$ cat config.mk
export PLATFORM = sky130hd
export DESIGN_NAME = regfile_wb_arbiter
export DESIGN_NICKNAME = d
export VERILOG_FILES = /design/src/rtl/regfile_wb_arbiter.sv
export SDC_FILE = /design/constraint.sdc
export NUM_CORES = 1
export LEC_CHECK = 0
export CORE_MARGIN = 2
export CORE_UTILIZATION = 38
export DETAILED_ROUTE_END_ITERATION = 10
export PLACE_DENSITY = 0.76
export RECOVER_POWER = 50
export SYNTH_ARGS = -nofsm -noshare
export SYNTH_HDL_FRONTEND = slang
export SYNTH_SLANG_ARGS = --single-unit
$ cat constraint.sdc
create_clock -name clk -period 1.8 [get_ports clk]
set_clock_uncertainty 0.2 [all_clocks]
set_input_delay 0.36 -clock clk [delete_from_list [all_inputs] [get_ports clk]]
set_output_delay 0.36 -clock clk [all_outputs]
set_load 0.02 [all_outputs]
$ cat src/rtl/regfile_wb_arbiter.sv
// Shares the register_file write port between the pipeline WB stage and the long-latency unit.
// Latency: grant to rd_write_en_o is 1 cycle; busy bits rise 1 cycle after issue and fall at commit.
// Backpressure: pipeline has absolute priority; the LU is refused via lu_ready_o, and wb_stall_o asks the pipeline to yield.

`ifndef DATA_WIDTH
`define DATA_WIDTH 32
`endif
`ifndef REG_ADDR_WIDTH
`define REG_ADDR_WIDTH 5
`endif

module regfile_wb_arbiter #(
    parameter int DATA_WIDTH     = `DATA_WIDTH,
    parameter int REG_ADDR_WIDTH = `REG_ADDR_WIDTH,
    parameter int STARVE_LIMIT   = 4,
    localparam int NREG          = 2 ** REG_ADDR_WIDTH
) (
    input  logic                      clk,
    input  logic                      rst,
    input  logic                      pipe_we_i,
    input  logic [REG_ADDR_WIDTH-1:0] pipe_rd_i,
    input  logic [DATA_WIDTH-1:0]     pipe_data_i,
    input  logic                      lu_issue_i,
    input  logic [REG_ADDR_WIDTH-1:0] lu_issue_rd_i,
    input  logic                      lu_valid_i,
    input  logic [REG_ADDR_WIDTH-1:0] lu_rd_i,
    input  logic [DATA_WIDTH-1:0]     lu_data_i,
    output logic                      lu_ready_o,
    output logic                      rd_write_en_o,
    output logic [REG_ADDR_WIDTH-1:0] rd_addr_o,
    output logic [DATA_WIDTH-1:0]     rd_data_o,
    output logic                      wb_stall_o,
    output logic [NREG-1:0]           busy_o
);

    localparam logic [3:0] LIMIT = 4'(STARVE_LIMIT);

    // Write-port registers; wr_from_lu_q remembers the source so the scoreboard clears at commit.
    logic                      rd_write_en_q, rd_write_en_d;
    logic [REG_ADDR_WIDTH-1:0] rd_addr_q, rd_addr_d;
    logic [DATA_WIDTH-1:0]     rd_data_q, rd_data_d;
    logic                      wr_from_lu_q, wr_from_lu_d;

    // Starvation tracking.
    logic [3:0]                starve_cnt_q, starve_cnt_d;
    logic                      wb_stall_q, wb_stall_d;

    // Scoreboard of registers awaiting a long-latency result.
    logic [NREG-1:0]           busy_q, busy_d;

    logic                      pipe_act;
    logic                      lu_hs;

    // A pipeline write to x0 is a no-op and does not occupy the port.
    assign pipe_act   = pipe_we_i && (pipe_rd_i != '0);
    assign lu_ready_o = !rst && !pipe_act;
    assign lu_hs      = lu_valid_i && lu_ready_o;

    // Grant: pipeline first, then the LU; an idle cycle keeps addr/data stable.
    always_comb begin
        rd_write_en_d = 1'b0;
        rd_addr_d     = rd_addr_q;
        rd_data_d     = rd_data_q;
        wr_from_lu_d  = 1'b0;
        if (pipe_act) begin
            rd_write_en_d = 1'b1;
            rd_addr_d     = pipe_rd_i;
            rd_data_d     = pipe_data_i;
        end else if (lu_hs) begin
            // An LU result for x0 is consumed but never written.
            rd_write_en_d = (lu_rd_i != '0);
            rd_addr_d     = lu_rd_i;
            rd_data_d     = lu_data_i;
            wr_from_lu_d  = 1'b1;
        end
    end

    // Count consecutive refused LU cycles and request a pipeline bubble once the limit is hit.
    always_comb begin
        starve_cnt_d = starve_cnt_q;
        wb_stall_d   = wb_stall_q;
        if (!lu_valid_i || lu_hs) begin
            starve_cnt_d = 4'd0;
            wb_stall_d   = 1'b0;
        end else begin
            // Here lu_valid_i is high and the result was refused.
            starve_cnt_d = (starve_cnt_q >= LIMIT) ? LIMIT : starve_cnt_q + 4'd1;
            if (starve_cnt_d == LIMIT) begin
                wb_stall_d = 1'b1;
            end
        end
    end

    // Scoreboard update: clear on LU commit, then set on issue so a same-cycle set wins.
    always_comb begin
        busy_d = busy_q;
        if (rd_write_en_q && wr_from_lu_q) begin
            busy_d[rd_addr_q] = 1'b0;
        end
        if (lu_issue_i && (lu_issue_rd_i != '0)) begin
            busy_d[lu_issue_rd_i] = 1'b1;
        end
        busy_d[0] = 1'b0;
    end

    // State registers with synchronous reset; a grant pending at reset is dropped.
    always_ff @(posedge clk) begin
        if (rst) begin
            rd_write_en_q <= 1'b0;
            rd_addr_q     <= '0;
            rd_data_q     <= '0;
            wr_from_lu_q  <= 1'b0;
            starve_cnt_q  <= 4'd0;
            wb_stall_q    <= 1'b0;
            busy_q        <= '0;
        end else begin
            rd_write_en_q <= rd_write_en_d;
            rd_addr_q     <= rd_addr_d;
            rd_data_q     <= rd_data_d;
            wr_from_lu_q  <= wr_from_lu_d;
            starve_cnt_q  <= starve_cnt_d;
            wb_stall_q    <= wb_stall_d;
            busy_q        <= busy_d;
        end
    end

    assign rd_write_en_o = rd_write_en_q;
    assign rd_addr_o     = rd_addr_q;
    assign rd_data_o     = rd_data_q;
    assign wb_stall_o    = wb_stall_q;
    assign busy_o        = busy_q;

endmodule

==> metrics.txt, run 1 <==
status finished with violations; failing checks negative setup slack; Final #Nets 632; vias per inst 5.11; Worst Tran Pin Value 0.505 ns; clk buf depth 2; antenna diode count 0; drt wl/cell 15.7 microns; critical path startpoint category input pin; flops & latches, synth 75; kind of end point of the critical path output port; setup slack at placement -1.03 ns; clock sinks 75; worst endpoint data arrival time 1.41 ns; Worst Reg-to-Reg Cells 4; CTS buffer count 9; Yosys cell types 32; Worst EP required 1.24 ns; Syn Area/Cell 9.37 sq um; DRC Markers 0; worst r2r src rd_addr_o[3]$_SDFFE_PP0P_; fin crit share 1.09; Hold WS 0.117 ns; clk slew on worst S/H paths 0.07 ns; fin area 0.00546 sq mm; Post-Synth XOR/XNOR Area 0; drt initial violations 101; Die ar. 0.0102 sq mm; fraction of the yosys area taken by sequential cells 0.422; Horiz. Die Dim 101 microns; final worst setup slack -0.167 ns; Final Max Tran Viols 0; dpl hpwl 7680 microns; DP Area 0.00535 sq mm; top post-synthesis cells by area dfxtp_1 (42%), nor2b_1 (11%), mux2i_1 (10%), mux2_2 (9.2%), o21ai_0 (9.0%); Starting Density 0.389; Synth Area in Compound Gates 0.104; post-route ant nets 0; Post-synth EDFFs 0; H-Tree Depth 3; VDD IR-drop max 343 uV; most frequent cell after synthesis dfxtp_1; Setup Buffers After CTS 0; Port Buffers 154; vias in the first global route 3383; Remaining Overflow, GRT 0; unrepaired setup endpoints after global routing yes; first-pass GRT wire length 16100 microns; top cell type's share of synthesized area 0.422; synth warn 0; Synth Instances 380; Synth top cells by count dfxtp_1 (75), o21ai_0 (64), nor2b_1 (63), mux2i_1 (37), nor2_1 (37); Via Count 3386; layout cells sized above 1 0.152; WHS Path Cells 3; min-delay worst type input pin to flop; Pwr per Cell Area 714 mW/mm^2; slew margin rel. 0.663; drt pass-1 iters 4; CP Max Fanout 2; # setup viols final 32; CTS tree done; mux contribution to synthesized area 0.208; final hold viol count 0; simple-gate share of the synthesized area 0.231; Async SR Flop Fraction 0; CTS Hold Bufs 0; total global routing track utilization 0.203; Pwr Total 3.90 mW; core area 0.00915 sq mm; DIE HEIGHT 101 microns; largest family of logic cells by synthesized area simple AND/OR/NAND/NOR gates; most area-hungry cell type in the Yosys netlist dfxtp_1; top_reg_cell synth dfxtp_1; # rows 35; gp weighted congestion 0.875; Achievable Freq 509 MHz; Cell Area, Synth 0.00356 sq mm; Synth Area in Adders 0.00351; drt total wl 10400 microns; P&R area growth vs syn 53.4%; Hold Crit Start pipe_rd_i[2]; max-cap viol count 0; boundary pin count 156; Leak Pwr 2.46 nW; clk_lat worst skew 0.34 ns; root buffer cell clkbuf_8; antenna violations before repair 0; largest net degree at the start of global routing 60; path type of the worst setup path input pin to output port; Final min period 1.97 ns; Critical path origin pipe_rd_i[2]
## cells by family after synthesis
| kind of cell | count (synthesis) |
|---|---|
| other | 1 |
| adder cells (fa/ha/maj) | 1 |
| flip-flops | 75 |
| AO/OA/AOI/OAI | 71 |
| AND/OR/NAND/NOR | 141 |
| multiplexers | 69 |
| buffers and inverters | 22 |
## where the power goes
group | switching (mW) | leakage, nW | total [mW] | internal (mW)
logic | 0.351 | 1.74 | 0.773 | 0.422
clock network | 0.624 | 0.106 | 1.33 | 0.710
registers | 0.0528 | 0.615 | 1.79 | 1.74
total | 1.03 | 2.46 | 3.90 | 2.87
## layout by cell type (no fill, tap or decap), drive strengths merged, types with 5 or more instances in the layout
cell type,Yosys,final
clkdlybuf4s50,0,76
dlygate4sd2,0,70
nor2b,63,63
mux2,32,32
o21ai,64,64
mux2i,37,37
o31ai,5,5
nor2,37,37
buf,12,28
clkbuf,10,13
dfxtp,75,75
nand3b,11,11
## layer usage
layer / track usage / part of all wire / vias to the layer above
met5: 0 / 0 / -
met3: 0.0610 / 0.084 / 10
met4: 0.0622 / 0.011 / 0
met2: 0.353 / 0.48 / 127
li1: - / - / 1655
met1: 0.241 / 0.42 / 1594
## per-stage QoR
step,cells,util,TNS (ns)
floorplan,381,-,-1.51
global placement,647,0.585,-28.31
detailed placement,647,0.585,-29.70
CTS,662,0.598,-0.525
global route,662,0.597,-2.89
finish,662,0.597,-1.13
## cell type report
class / instances / area, sq um
clock buffers: 11 / 151
clock inverters: 4 / 48.8
fillers: 861 / 3690
multi-input cells: 284 / 1970
flip-flops and latches: 75 / 1500
well taps: 111 / 139
repair buffers: 177 / 1650
## state kept, by name, indices dropped and copies added, names as in the netlist
name,count
busy_o,31
rd_data_o,32
starve_cnt_q,4
rd_write_en_o,1
wb_stall_o,1
wr_from_lu_q,1
rd_addr_o,5
## final timing paths
kind / to / slack [ns]
worst min register to register: starve_cnt_q[0]$_SDFF_PP0_ / 0.26
worst min-delay path: rd_addr_o[2]$_SDFFE_PP0P_ / 0.12
worst max register to register: busy_o[9]$_SDFF_PP0_ / 0.09
worst max-delay path: lu_ready_o / -0.17
## worst max-delay path, stage by stage
cell and delay [ns]:
buf_6 0.09, or4_4 0.53, o21a_4 0.22, nor2_4 0.08, buf_6 0.12
## timing repair
item | 4_1_cts | 5_1_grt
endpoints found under the setup margin | 109 | 35
pin swaps | 3 | 3
gates resized for setup | 93 | 3
gates cloned | 0 | 0
Power figures use the tool's default switching activity.
==> run 2: changes to the inputs <==
CORE_ASPECT_RATIO = 0.6   (was unset)
==> run 2 against run 1 <==
Compared with the run above: the run still ends with negative setup slack left; fmax fell by 0.83%; cell area grew 2.7%; die area up 0.25%; combinational power up 0.8%; hold slack worse by 0.042 ns; global-route usage rose by 0.49 points; sequential power is essentially flat; clock power is 34% higher; first-iteration DRC count rose by 110%; clock-buffer cell count stayed put; power increased by 12%; wire length increased by 2.8%; largest power group unchanged.
==> metrics.txt, run 2 (synthesized netlist as in run 1, its figures left out) <==
worst path cell trace buf_6 -> or4_4 -> o21a_4 -> nor2_4 -> buf_6; Worst Tran Pin Value 0.529 ns; drt initial violations 211; Critical-path top delay cell or4_4; CTS tree done; # setup viols final 33; kind of end point of the critical path output port; Critical path origin pipe_rd_i[2]; cell mode on critical path buf_6; Die ar. 0.0102 sq mm; Pwr per Cell Area 777 mW/mm^2; slew margin rel. 0.646; VDD IR-drop max 543 uV; Leak Pwr 2.51 nW; Reg power frac 0.412; switching power 1.09 mW; P&R area growth vs syn 57.4%; status finished with violations; Int Pwr 3.27 mW; H-Tree Depth 3; WHS Path Cells 3; Worst EP required 1.24 ns; CP Max Fanout 2; root buffer cell clkbuf_16; Horiz. Die Dim 129 microns; antenna diode count 0; drt total wl 10700 microns; Largest delay share family, worst path simple AND/OR/NAND/NOR gates; Reg area 0.00150 sq mm; clk slew on worst S/H paths 0.06 ns; # rows 27; Final min period 1.98 ns; Starting Density 0.389; Fillers 789; delay of the slowest critical-path stage 0.53 ns; drt wl/cell 15.6 microns; multi-input logic area 0.00198 sq mm; core area 0.00916 sq mm; Clock power frac 0.409; layout cells sized above 1 0.157; gp weighted congestion 0.949; Hold Crit Start pipe_rd_i[0]; clock sinks 75; total global routing track utilization 0.208; CTS buffer count 9; clk buf depth 2; post-route ant nets 0; antenna violations before repair 0; DP Area 0.00538 sq mm; Achievable Freq 504 MHz; min-delay worst type input pin to flop; Final #Nets 635; most frequent cells in the layout clkdlybuf4s50_1 (77), dfxtp_1 (75), dlygate4sd2_1 (70); DRC Markers 0; unrepaired setup endpoints after global routing yes; worst r2r src rd_addr_o[1]$_SDFFE_PP0P_; Final Max Tran Viols 0; path type of the worst setup path input pin to output port; first-pass GRT wire length 16500 microns; critical path startpoint category input pin; fin crit share 1.10; Via Count 3441; clk_lat worst skew 0.33 ns; Worst Reg-to-Reg Cells 3; boundary pin count 156; most common cell after layout, fill and taps aside clkdlybuf4s50_1; fin area 0.00561 sq mm; Pwr Total 4.36 mW; dpl hpwl 7960 microns; max-cap viol count 0; reg2reg end busy_o[16]$_SDFF_PP0_; final worst setup slack -0.183 ns; switching share of power 0.249; vias per inst 5.02; Port Buffers 154; worst endpoint data arrival time 1.42 ns; reg2reg setup slack 0.02 ns; vias in the first global route 3276; Remaining Overflow, GRT 0; CTS Hold Bufs 0; final hold viol count 0; drt pass-1 iters 5; WP buf/inv 2; largest net degree at the start of global routing 48; Hold Path End rd_addr_o[0]$_SDFFE_PP0P_; DIE HEIGHT 79.0 microns; Comb power frac 0.179; Largest register FFs 32; failing checks negative setup slack
run 2: final cells by class:
class / instances / share of cell area
Sequential cell: 75 / 0.268
Clock buffer: 11 / 0.0433
Timing Repair Buffer: 180 / 0.298
Tap cell: 130 / 0.0290
Clock inverter: 5 / 0.00937
Multi-Input combinational cell: 284 / 0.353
run 2: stage by stage:
stage | setup slack (ns) | util | instances | TNS, ns | hold WS (ns)
2_1_floorplan | -0.245 | - | 381 | -1.51 | 0.223
3_3_place_gp | -1.01 | 0.588 | 667 | -29.80 | 0.232
3_5_place_dp | -1.03 | 0.588 | 667 | -31.07 | 0.247
4_1_cts | -0.224 | 0.610 | 683 | -2.17 | 0.0576
5_1_grt | -0.207 | 0.612 | 685 | -4.13 | 0.0757
6_report | -0.183 | 0.612 | 685 | -2.92 | 0.0758
run 2: how the worst max path moves through the flow:
stage / end / slack [ns] / depth (start not counted)
after floorplan: lu_ready_o / -0.24 / 5
after global routing: lu_ready_o / -0.21 / 5
after CTS: lu_ready_o / -0.22 / 5
final: lu_ready_o / -0.18 / 5
after detailed placement: lu_ready_o / -1.03 / 5
after global placement: lu_ready_o / -1.01 / 5
run 2: routing by layer:
layer  up-vias  wire, microns  track usage
met3         8            853       0.0613
met1      1627           5160        0.293
li1       1665              -            -
met5         -              0            0
met2       141           4600        0.311
met4         0             87       0.0554
run 2: power groups by stage:
stage	Combinational [mW]	Sequential [mW]	Clock, mW
6_report	0.779	1.79	1.78
3_3_place_gp	0.814	1.83	0
3_5_place_dp	0.828	1.83	0
5_1_grt	0.834	1.80	1.89
4_1_cts	0.779	1.80	1.82
2_1_floorplan	0.295	1.92	0
run 2: tightest hold or removal path: stages:
cell,delay [ns]
buf_6,0.07
nand3b_1,0.07
o31ai_1,0.06
run 2: timing repair:
action                     in CTS  in global routing
pin swaps                       3                  3
setup endpoints to repair     109                 36
gates resized for setup        92                  3
setup buffers                   0                  2
